[src/rtl/mlp_batch_sequencer_if.sv]
// Bundle between the batch sequencer (slave side) and its host / MLP controller /
// label memory (master side).
// Handshake: go is a level accepted only in IDLE. mlp_start is a one-cycle request.
// mlp_done is a one-cycle completion that is honoured only while waiting. label_data
// is valid from the cycle after label_rd.
interface mlp_batch_sequencer_if;
    logic        go;
    logic        abort;
    logic [9:0]  first_idx;
    logic [9:0]  last_idx;
    logic        mlp_done;
    logic [3:0]  mlp_class;
    logic [3:0]  label_data;
    logic        mlp_start;
    logic [9:0]  test_num;
    logic        label_rd;
    logic [9:0]  label_addr;
    logic [10:0] correct_cnt;
    logic [10:0] total_cnt;
    logic        busy;
    logic        batch_done;
    logic        timeout_err;

    modport master (
        output go, abort, first_idx, last_idx, mlp_done, mlp_class, label_data,
        input  mlp_start, test_num, label_rd, label_addr, correct_cnt, total_cnt,
               busy, batch_done, timeout_err
    );

    modport slave (
        input  go, abort, first_idx, last_idx, mlp_done, mlp_class, label_data,
        output mlp_start, test_num, label_rd, label_addr, correct_cnt, total_cnt,
               busy, batch_done, timeout_err
    );
endinterface

[src/rtl/mlp_batch_sequencer.sv]
// Runs the MLP over an inclusive range of test-sample indices and scores each class
// against the label memory. Define MLP_TIMEOUT_EN to enable the per-sample wait timeout.
module mlp_batch_sequencer #(
    parameter int TIMEOUT_CYCLES = 4095
) (
    input  logic                        clk,
    input  logic                        rst,
    mlp_batch_sequencer_if.slave        bus,
    output logic [2:0]                  dbg_state
);

    localparam logic [2:0] S_IDLE    = 3'd0;
    localparam logic [2:0] S_LAUNCH  = 3'd1;
    localparam logic [2:0] S_WAIT    = 3'd2;
    localparam logic [2:0] S_LABEL   = 3'd3;
    localparam logic [2:0] S_COMPARE = 3'd4;
    localparam logic [2:0] S_NEXT    = 3'd5;
    localparam logic [2:0] S_FINISH  = 3'd6;

    if (TIMEOUT_CYCLES < 1) begin : g_bad_cfg
        $error("TIMEOUT_CYCLES must be at least 1");
    end

    logic [2:0]  state;
    logic [9:0]  cur_idx;
    logic [9:0]  end_idx;
    logic [3:0]  class_q;
    logic [10:0] correct_cnt;
    logic [10:0] total_cnt;

`ifdef MLP_TIMEOUT_EN
    localparam int WCW = $clog2(TIMEOUT_CYCLES + 1);
    logic [WCW-1:0] wait_cnt;
    logic           timeout_err;
`endif

    always_ff @(posedge clk or posedge rst) begin
        if (rst) begin
            state       <= S_IDLE;
            cur_idx     <= '0;
            end_idx     <= '0;
            class_q     <= '0;
            correct_cnt <= '0;
            total_cnt   <= '0;
`ifdef MLP_TIMEOUT_EN
            wait_cnt    <= '0;
            timeout_err <= 1'b0;
`endif
        end else if (bus.abort && state != S_IDLE) begin
            // Abort beats everything else; the results gathered so far are kept.
            state <= S_IDLE;
        end else begin
            case (state)
                S_IDLE: begin
                    if (bus.go) begin
                        cur_idx     <= bus.first_idx;
                        end_idx     <= bus.last_idx;
                        correct_cnt <= '0;
                        total_cnt   <= '0;
`ifdef MLP_TIMEOUT_EN
                        timeout_err <= 1'b0;
`endif
                        state <= (bus.first_idx > bus.last_idx) ? S_FINISH : S_LAUNCH;
                    end
                end
                S_LAUNCH: begin
`ifdef MLP_TIMEOUT_EN
                    wait_cnt <= '0;
`endif
                    state <= S_WAIT;
                end
                S_WAIT: begin
                    if (bus.mlp_done) begin
                        class_q <= bus.mlp_class;
                        state   <= S_LABEL;
                    end
`ifdef MLP_TIMEOUT_EN
                    // The sample still counts as completed, just never as correct.
                    else if (wait_cnt == WCW'(TIMEOUT_CYCLES - 1)) begin
                        timeout_err <= 1'b1;
                        total_cnt   <= total_cnt + 11'd1;
                        state       <= S_NEXT;
                    end else begin
                        wait_cnt <= wait_cnt + 1'b1;
                    end
`endif
                end
                S_LABEL: state <= S_COMPARE;
                S_COMPARE: begin
                    total_cnt <= total_cnt + 11'd1;
                    if (class_q == bus.label_data) correct_cnt <= correct_cnt + 11'd1;
                    state <= S_NEXT;
                end
                S_NEXT: begin
                    // Equality test rather than a range test so index 1023 ends cleanly.
                    if (cur_idx == end_idx) begin
                        state <= S_FINISH;
                    end else begin
                        cur_idx <= cur_idx + 10'd1;
                        state   <= S_LAUNCH;
                    end
                end
                S_FINISH: state <= S_IDLE;
                default:  state <= S_IDLE;
            endcase
        end
    end

    assign bus.mlp_start   = (state == S_LAUNCH);
    assign bus.label_rd    = (state == S_LABEL);
    assign bus.batch_done  = (state == S_FINISH);
    assign bus.busy        = (state != S_IDLE);
    assign bus.test_num    = cur_idx;
    assign bus.label_addr  = cur_idx;
    assign bus.correct_cnt = correct_cnt;
    assign bus.total_cnt   = total_cnt;
    assign dbg_state       = state;
`ifdef MLP_TIMEOUT_EN
    assign bus.timeout_err = timeout_err;
`else
    assign bus.timeout_err = 1'b0;
`endif

endmodule

[src/flat_wrapper.sv]
// flat-port wrapper written by rule: the top's interface ports become plain ports
module mlp_batch_sequencer_flat 
#(
    parameter int TIMEOUT_CYCLES = 4095
)
  (clk, rst, dbg_state, bus_go, bus_abort, bus_first_idx, bus_last_idx, bus_mlp_done, bus_mlp_class, bus_label_data, bus_mlp_start, bus_test_num, bus_label_rd, bus_label_addr, bus_correct_cnt, bus_total_cnt, bus_busy, bus_batch_done, bus_timeout_err);
  mlp_batch_sequencer_if bus_i ();
  input  logic clk;
  input  logic rst;
  output logic [2:0] dbg_state;
  input wire logic [$bits(bus_i.go)-1:0] bus_go;
  input wire logic [$bits(bus_i.abort)-1:0] bus_abort;
  input wire logic [$bits(bus_i.first_idx)-1:0] bus_first_idx;
  input wire logic [$bits(bus_i.last_idx)-1:0] bus_last_idx;
  input wire logic [$bits(bus_i.mlp_done)-1:0] bus_mlp_done;
  input wire logic [$bits(bus_i.mlp_class)-1:0] bus_mlp_class;
  input wire logic [$bits(bus_i.label_data)-1:0] bus_label_data;
  output wire logic [$bits(bus_i.mlp_start)-1:0] bus_mlp_start;
  output wire logic [$bits(bus_i.test_num)-1:0] bus_test_num;
  output wire logic [$bits(bus_i.label_rd)-1:0] bus_label_rd;
  output wire logic [$bits(bus_i.label_addr)-1:0] bus_label_addr;
  output wire logic [$bits(bus_i.correct_cnt)-1:0] bus_correct_cnt;
  output wire logic [$bits(bus_i.total_cnt)-1:0] bus_total_cnt;
  output wire logic [$bits(bus_i.busy)-1:0] bus_busy;
  output wire logic [$bits(bus_i.batch_done)-1:0] bus_batch_done;
  output wire logic [$bits(bus_i.timeout_err)-1:0] bus_timeout_err;
  assign bus_i.go = bus_go;
  assign bus_i.abort = bus_abort;
  assign bus_i.first_idx = bus_first_idx;
  assign bus_i.last_idx = bus_last_idx;
  assign bus_i.mlp_done = bus_mlp_done;
  assign bus_i.mlp_class = bus_mlp_class;
  assign bus_i.label_data = bus_label_data;
  assign bus_mlp_start = bus_i.mlp_start;
  assign bus_test_num = bus_i.test_num;
  assign bus_label_rd = bus_i.label_rd;
  assign bus_label_addr = bus_i.label_addr;
  assign bus_correct_cnt = bus_i.correct_cnt;
  assign bus_total_cnt = bus_i.total_cnt;
  assign bus_busy = bus_i.busy;
  assign bus_batch_done = bus_i.batch_done;
  assign bus_timeout_err = bus_i.timeout_err;
  mlp_batch_sequencer #(.TIMEOUT_CYCLES(TIMEOUT_CYCLES)) u_core (.clk(clk), .rst(rst), .bus(bus_i), .dbg_state(dbg_state));
endmodule
[config.mk]
export PLATFORM = sky130hd
export DESIGN_NAME = mlp_batch_sequencer_flat
export DESIGN_NICKNAME = d
export VERILOG_FILES = /design/src/rtl/mlp_batch_sequencer_if.sv /design/src/rtl/mlp_batch_sequencer.sv /design/src/flat_wrapper.sv
export SDC_FILE = /design/constraint.sdc
export NUM_CORES = 1
export LEC_CHECK = 0
export ABC_CLOCK_PERIOD_IN_PS = 3700
export BUFFER_PORTS_ARGS = -buffer_cell sky130_fd_sc_hd__buf_2
export CAP_MARGIN = 40
export CORE_ASPECT_RATIO = 0.75
export CORE_MARGIN = 2
export CORE_UTILIZATION = 40
export DETAILED_ROUTE_END_ITERATION = 16
export SLEW_MARGIN = 30
export SYNTH_ARGS = -nofsm -noshare
export SYNTH_HDL_FRONTEND = slang
export SYNTH_SLANG_ARGS = --single-unit
export TNS_END_PERCENT = 1
[constraint.sdc]
create_clock -name clk -period 3.7 [get_ports clk]
set_clock_uncertainty 0.2 [all_clocks]
set_input_delay 0.185 -clock clk [delete_from_list [all_inputs] [get_ports clk]]
set_output_delay 0.185 -clock clk [all_outputs]
set_load 0.03 [all_outputs]
Word-level counts from Yosys, hierarchy flattened
Index checks and enable logic that the tools add are counted.
{"block": "op_classes", "n_addsub": 3, "n_lt_le_gt_ge": 1, "n_eq_ne": 13, "n_mux": 13, "bitwise": 1, "reduce_logical": 11}
{"operator": "$pmux 11 s2", "n": 2}
{"operator": "$add 11x1->11 const B", "n": 2}
{"operator": "$mux 11", "n": 2}
{"operator": "$mux 10", "n": 2}
{"operator": "$pmux 10 s2", "n": 1}
{"operator": "$pmux 3 s6", "n": 1}
{"operator": "$mux 3", "n": 5}
{"operator": "$add 10x1->10 const B", "n": 1}
{"operator": "$eq 10x10->1", "n": 1}
{"operator": "$gt 10x10->1", "n": 1}
{"operator": "$eq 3x3->1 const B", "n": 3}
{"operator": "$reduce_and 3->1", "n": 3}
{"operator": "$reduce_and 4->1", "n": 2}
{"operator": "$eq 3x2->1 const B", "n": 2}
{"operator": "$ne 3x2->1 const B", "n": 2}
{"operator": "$eq 4x4->1", "n": 1}
{"operator": "$ne 2x2->1 const B", "n": 2}
{"operator": "$reduce_bool 2->1", "n": 2}
{"operator": "$eq 3x1->1 const B", "n": 1}
{"operator": "$logic_not 3->1", "n": 1}
{"operator": "$reduce_bool 3->1", "n": 1}
{"operator": "$ne 2x1->1 const B", "n": 1}
{"operator": "$reduce_and 2->1", "n": 1}
{"operator": "$logic_and 1x1->1", "n": 1}
{"operator": "$not 1->1", "n": 1}
{"block": "word_totals", "reg_bits": 49, "inputBits": 33, "output_inout_bits": 50, "word_cells": 48}

Logic depth before layout (Yosys ltp)
{"block": "depth", "depth_word": 5, "mapped_depth": 7, "depth_no_buf": 7}

Least setup slack after synthesis
OpenSTA, ideal clock, no wires.
{"block": "synth_path", "path_type": "reg-to-reg", "start": "register u_core.cur_idx[5], in the netlist u_core.bus.label_addr[5]", "end": "register u_core.cur_idx[9], in the netlist u_core.bus.label_addr[9]", "setup_time_ns": 0.126, "arrival_time_ns": 1.937, "t_required_ns": 3.374, "slack_ns": 1.437, "path_stages_with_launch": 8, "n_path_buf": 2, "cell_sequence": "dfrtp_1 clkbuf_1 xnor2_1 nand4_1 or3_1 clkbuf_1 o211a_1 o32a_1"}
{"block": "synth_via", "elab_chain_len": 3, "word_cells_on_any_way": 6, "cone_classes": "add/sub: 1; eq/ne: 2; mux: 2; reduce/logical: 1"}
{"item": "start, declared", "line_no": "mlp_batch_sequencer.sv:25", "source": "logic [9:0] cur_idx;"}
{"item": "start signal, assigned", "line_no": "mlp_batch_sequencer.sv:56", "source": "cur_idx <= bus.first_idx;"}
{"item": "start signal, assigned", "line_no": "mlp_batch_sequencer.sv:99", "source": "cur_idx <= cur_idx + 10'd1;"}
{"item": "$add 10x1->10 / $eq 10x10->1 (equally long branches)", "line_no": "mlp_batch_sequencer.sv:99, mlp_batch_sequencer.sv:96"}
{"item": "$mux 10 / $ne 2x2->1 (equally long branches)"}
{"item": "$pmux 10 s2 / $reduce_and 4->1 (equally long branches)"}
Parallel ways exist; a longest one is shown, timed or not. The select of a mux whose other input is x is not followed.
A chain may end at the register's enable or synchronous reset.

Worst setup path after layout
{"block": "layout_path", "start": "register u_core.state[0], in the netlist u_core.dbg_state[0]", "end": "register u_core.correct_cnt[9], in the netlist u_core.bus.correct_cnt[9]"}
{"block": "layout_via", "elab_chain_len": 4, "word_cells_on_any_way": 10, "cone_classes": "eq/ne: 3; mux: 1; bitwise: 1; reduce/logical: 5"}
{"item": "start, declared", "line_no": "mlp_batch_sequencer.sv:24", "source": "logic [2:0] state;"}
{"item": "start signal, assigned", "line_no": "mlp_batch_sequencer.sv:63", "source": "state <= (bus.first_idx > bus.last_idx) ? S_FINISH : S_LAUNCH;"}
{"item": "parallel branches: the longest is 4 deep, another holds $reduce_and 4->1"}
{"item": "end signal, assigned", "line_no": "mlp_batch_sequencer.sv:91", "source": "if (class_q == bus.label_data) correct_cnt <= correct_cnt + 11'd1;"}
{"item": "end, declared", "line_no": "mlp_batch_sequencer.sv:28", "source": "logic [10:0] correct_cnt;"}
Parallel ways; which one is timed is not known.

==> impl_metrics.tcl <==
set metrics [dict create \
    status "finished, final reports clean" \
    critPathCaptureType "register" \
    overflow 0 \
    synth_warnings 0 \
    grt_pass1_vias 2708 \
    ys_async_sr_fraction_pct 100 \
    p_int_mw 1.30 \
    syn_area_um2 3040 \
    crit_type "register to register" \
    required_ns 3.72 \
    slew_violations 0 \
    drtIter0Drc 146 \
    dpl_cell_area_um2 3460 \
    syn_to_final_growth_pct 22.5 \
    ctsRootBufferMaster "clkbuf_8" \
    drc 0 \
    diodes 0 \
    postCtsHoldBufs 16 \
    die_area_um2 8320 \
    worstPathArrival_ns 2.68 \
    fillCellCount 756 \
    yosys_register_bits 49 \
    seq_area_frac_synth_pct 40.3 \
    final_hold_viol_count 0 \
    portBuffers 81 \
    p_leak_nw 1.75 \
    critical_path.max_fanout 13 \
    synth_xor_area_share_pct 6.92 \
    antenna_found_initial 0 \
    seqPwrFrac_pct 37.5 \
    p_comb_share_pct 47.6 \
    tritoncts "built" \
    p_clk_share_pct 15.0 \
    yosys.area_share.simple_pct 19.9 \
    drive_above_1_share_pct 23.7 \
    p_sw_mw 1.19 \
    clk_pin_slew_ns 0.09 \
    grt_max_degree 50 \
    critPathLaunchType "register" \
    cts_resized 0 \
    tightest_slew_ns 0.807 \
    fp.coreArea_um2 7360 \
    first_pass_iters 4 \
    maxCapViolCount 0 \
    rr_worst_depth 5 \
    num_vias 2784 \
    rsz0062_at_grt "false" \
    synthDistinctLibCells 46 \
    num_rows 27 \
    synth_compound_area_share_pct 18.6 \
    route.detailed.wl_per_inst_um 15.5 \
    relSlewSlack_pct 45.8 \
    grt_pass1_wl_um 13900 \
    worst_hold_path_type "input pin to register" \
    cts_buffer_depth 2 \
    postCtsSetupRepairBufs 0 \
    synthAdderAreaFrac_pct 5.35 \
    cts_num_sinks 49 \
    multi_input_area_um2 1620 \
    viasPerCell 5.32 \
    die_h_um 79.5 \
    seq_area_um2 1230 \
    htree_levels 2 \
    swShare_pct 47.8 \
    synthCells 341 \
    clk_latency_ns 0.30 \
    muxShareOfSynthArea_pct 2.14 \
    place.gp.congestion 0.876 \
    fp.dieW_um 105 \
    numCtsBuffers 5 \
    grt_usage_pct 20.9 \
    dominantRegCellSynth "dfrtp_1" \
    syn_nets 387 \
    p_per_area_nw_per_um2 668 \
    setup_tns_ns 0 \
    io_pins 83 \
    setup_viol 0 \
    min_period_ns 2.66 \
    ir_drop_mv 0.305 \
    min_period_over_period_pct 71.8 \
    finalNetCount 468 \
    routed_wl_um 8110 \
    fmax_ghz 0.376 \
    ant_nets 0 \
    final_area_um2 3720 \
    synth_top_family_by_area "simple AND/OR/NAND/NOR gates" \
    holdPathStages 3 \
    holdWs_ns 0.0253 \
    synth_edf_count 0 \
    hpwlAfterDp_um 5980 \
    avgSynthCellArea_um2 8.91 \
    start_util_pct 41.3 \
]
## cells in the mapped netlist (11+ instances only)
| cell type | n | area, um^2 |
|---|---|---|
| clkbuf_1 | 13 | 48.8 |
| nor2_1 | 20 | 75.1 |
| nand4_1 | 11 | 68.8 |
| buf_4 | 11 | 82.6 |
| dfrtp_1 | 49 | 1230 |
| xor2_1 | 12 | 105 |
| o21ai_0 | 24 | 120 |
| ha_1 | 13 | 163 |
| a21oi_1 | 21 | 105 |
| nand2_1 | 39 | 146 |
| xnor2_1 | 12 | 105 |
| nand3_1 | 14 | 70.1 |
| inv_1 | 17 | 63.8 |
## cells in the final DEF, fill, tap and decap left out, drive strengths merged, types with 3 or more instances in the layout
cell,n
o21ai,24
a211oi,3
o31ai,4
nand3,14
a311oi,4
nand2,40
or3,7
a21oi,21
nor3,8
and3,4
nand4,11
a21o,4
ha,13
nor2,20
o22ai,4
or4,4
xnor2,12
and4,3
xor2,12
inv,17
mux2,4
dfrtp,49
dlygate4sd3,16
nand2b,3
clkbuf,5
a31oi,3
nor2b,6
buf,83
## critical path, cell delays in order (launching register included)
cell      delay [ns]
dfrtp_1         0.52
nor2_1          0.58
a21boi_4        0.44
nand2_4         0.13
or4_1           0.53
a21oi_1         0.17
## per-layer routing
metal	track usage [%]	vias to the layer above	part of all wire, %
met2	29.0	88	39
met5	0	-	0
li1	-	1383	-
met1	32.3	1306	54
met4	5.47	0	1.0
met3	4.49	7	6.0
## layout make-up
class	count	area share (%)
multi-input combinational	250	43.5
sequential	49	32.9
timing repair buffer	99	15.6
tap	101	3.39
clock buffer	5	1.85
inverter	17	1.78
clock inverter	2	0.941
## cell families after synthesis
| kind of cell | Yosys count |
|---|---|
| compound gates | 84 |
| xor+xnor | 24 |
| fa+ha+maj | 13 |
| buf+inv | 42 |
| flops | 49 |
| mux | 6 |
| other cells | 1 |
| simple gates | 122 |
## registers in the layout, summed over array words and instances (netlist names)
signal / cells
u_core.bus.correct_cnt: 11
u_core.bus.total_cnt: 11
u_core.bus.label_addr: 10
u_core.end_idx: 10
u_core.class_q: 4
u_core.dbg_state: 3
## metrics by stage
step | instances | worst slack [ns] | utilization (%) | total power [mW]
final | 523 | 1.04 | 50.5 | 2.49
after global routing | 523 | 0.733 | 50.5 | 2.67
after detailed placement | 500 | 1.06 | 47.0 | 2.11
after CTS | 523 | 1.06 | 50.5 | 2.50
after floorplan | 341 | 1.44 | - | 1.84
after global placement | 500 | 1.19 | 46.9 | 2.10
## final timing paths
kind                                     startpoint                         to  slack, ns
worst max-delay path            u_core.dbg_state[0]  u_core.bus.correct_cnt[9]       1.04
min in group asynchronous                       rst    u_core.bus.total_cnt[1]       0.30
max in group asynchronous                       rst   u_core.bus.label_addr[7]       2.55
worst min-delay path               bus_first_idx[0]   u_core.bus.label_addr[0]       0.03
worst max register to register  u_core.dbg_state[0]  u_core.bus.correct_cnt[9]       1.04
worst min register to register    u_core.end_idx[4]          u_core.end_idx[4]       0.31
## power groups by stage
stage               clock (mW)  combinational, mW  sequential [mW]
floorplan                    0              0.852            0.983
global placement             0               1.17            0.929
detailed placement           0               1.17            0.937
CTS                      0.384               1.19            0.926
global route             0.406               1.30            0.962
finish                   0.373               1.18            0.932
No activity file was read; power rests on OpenSTA's default activity.
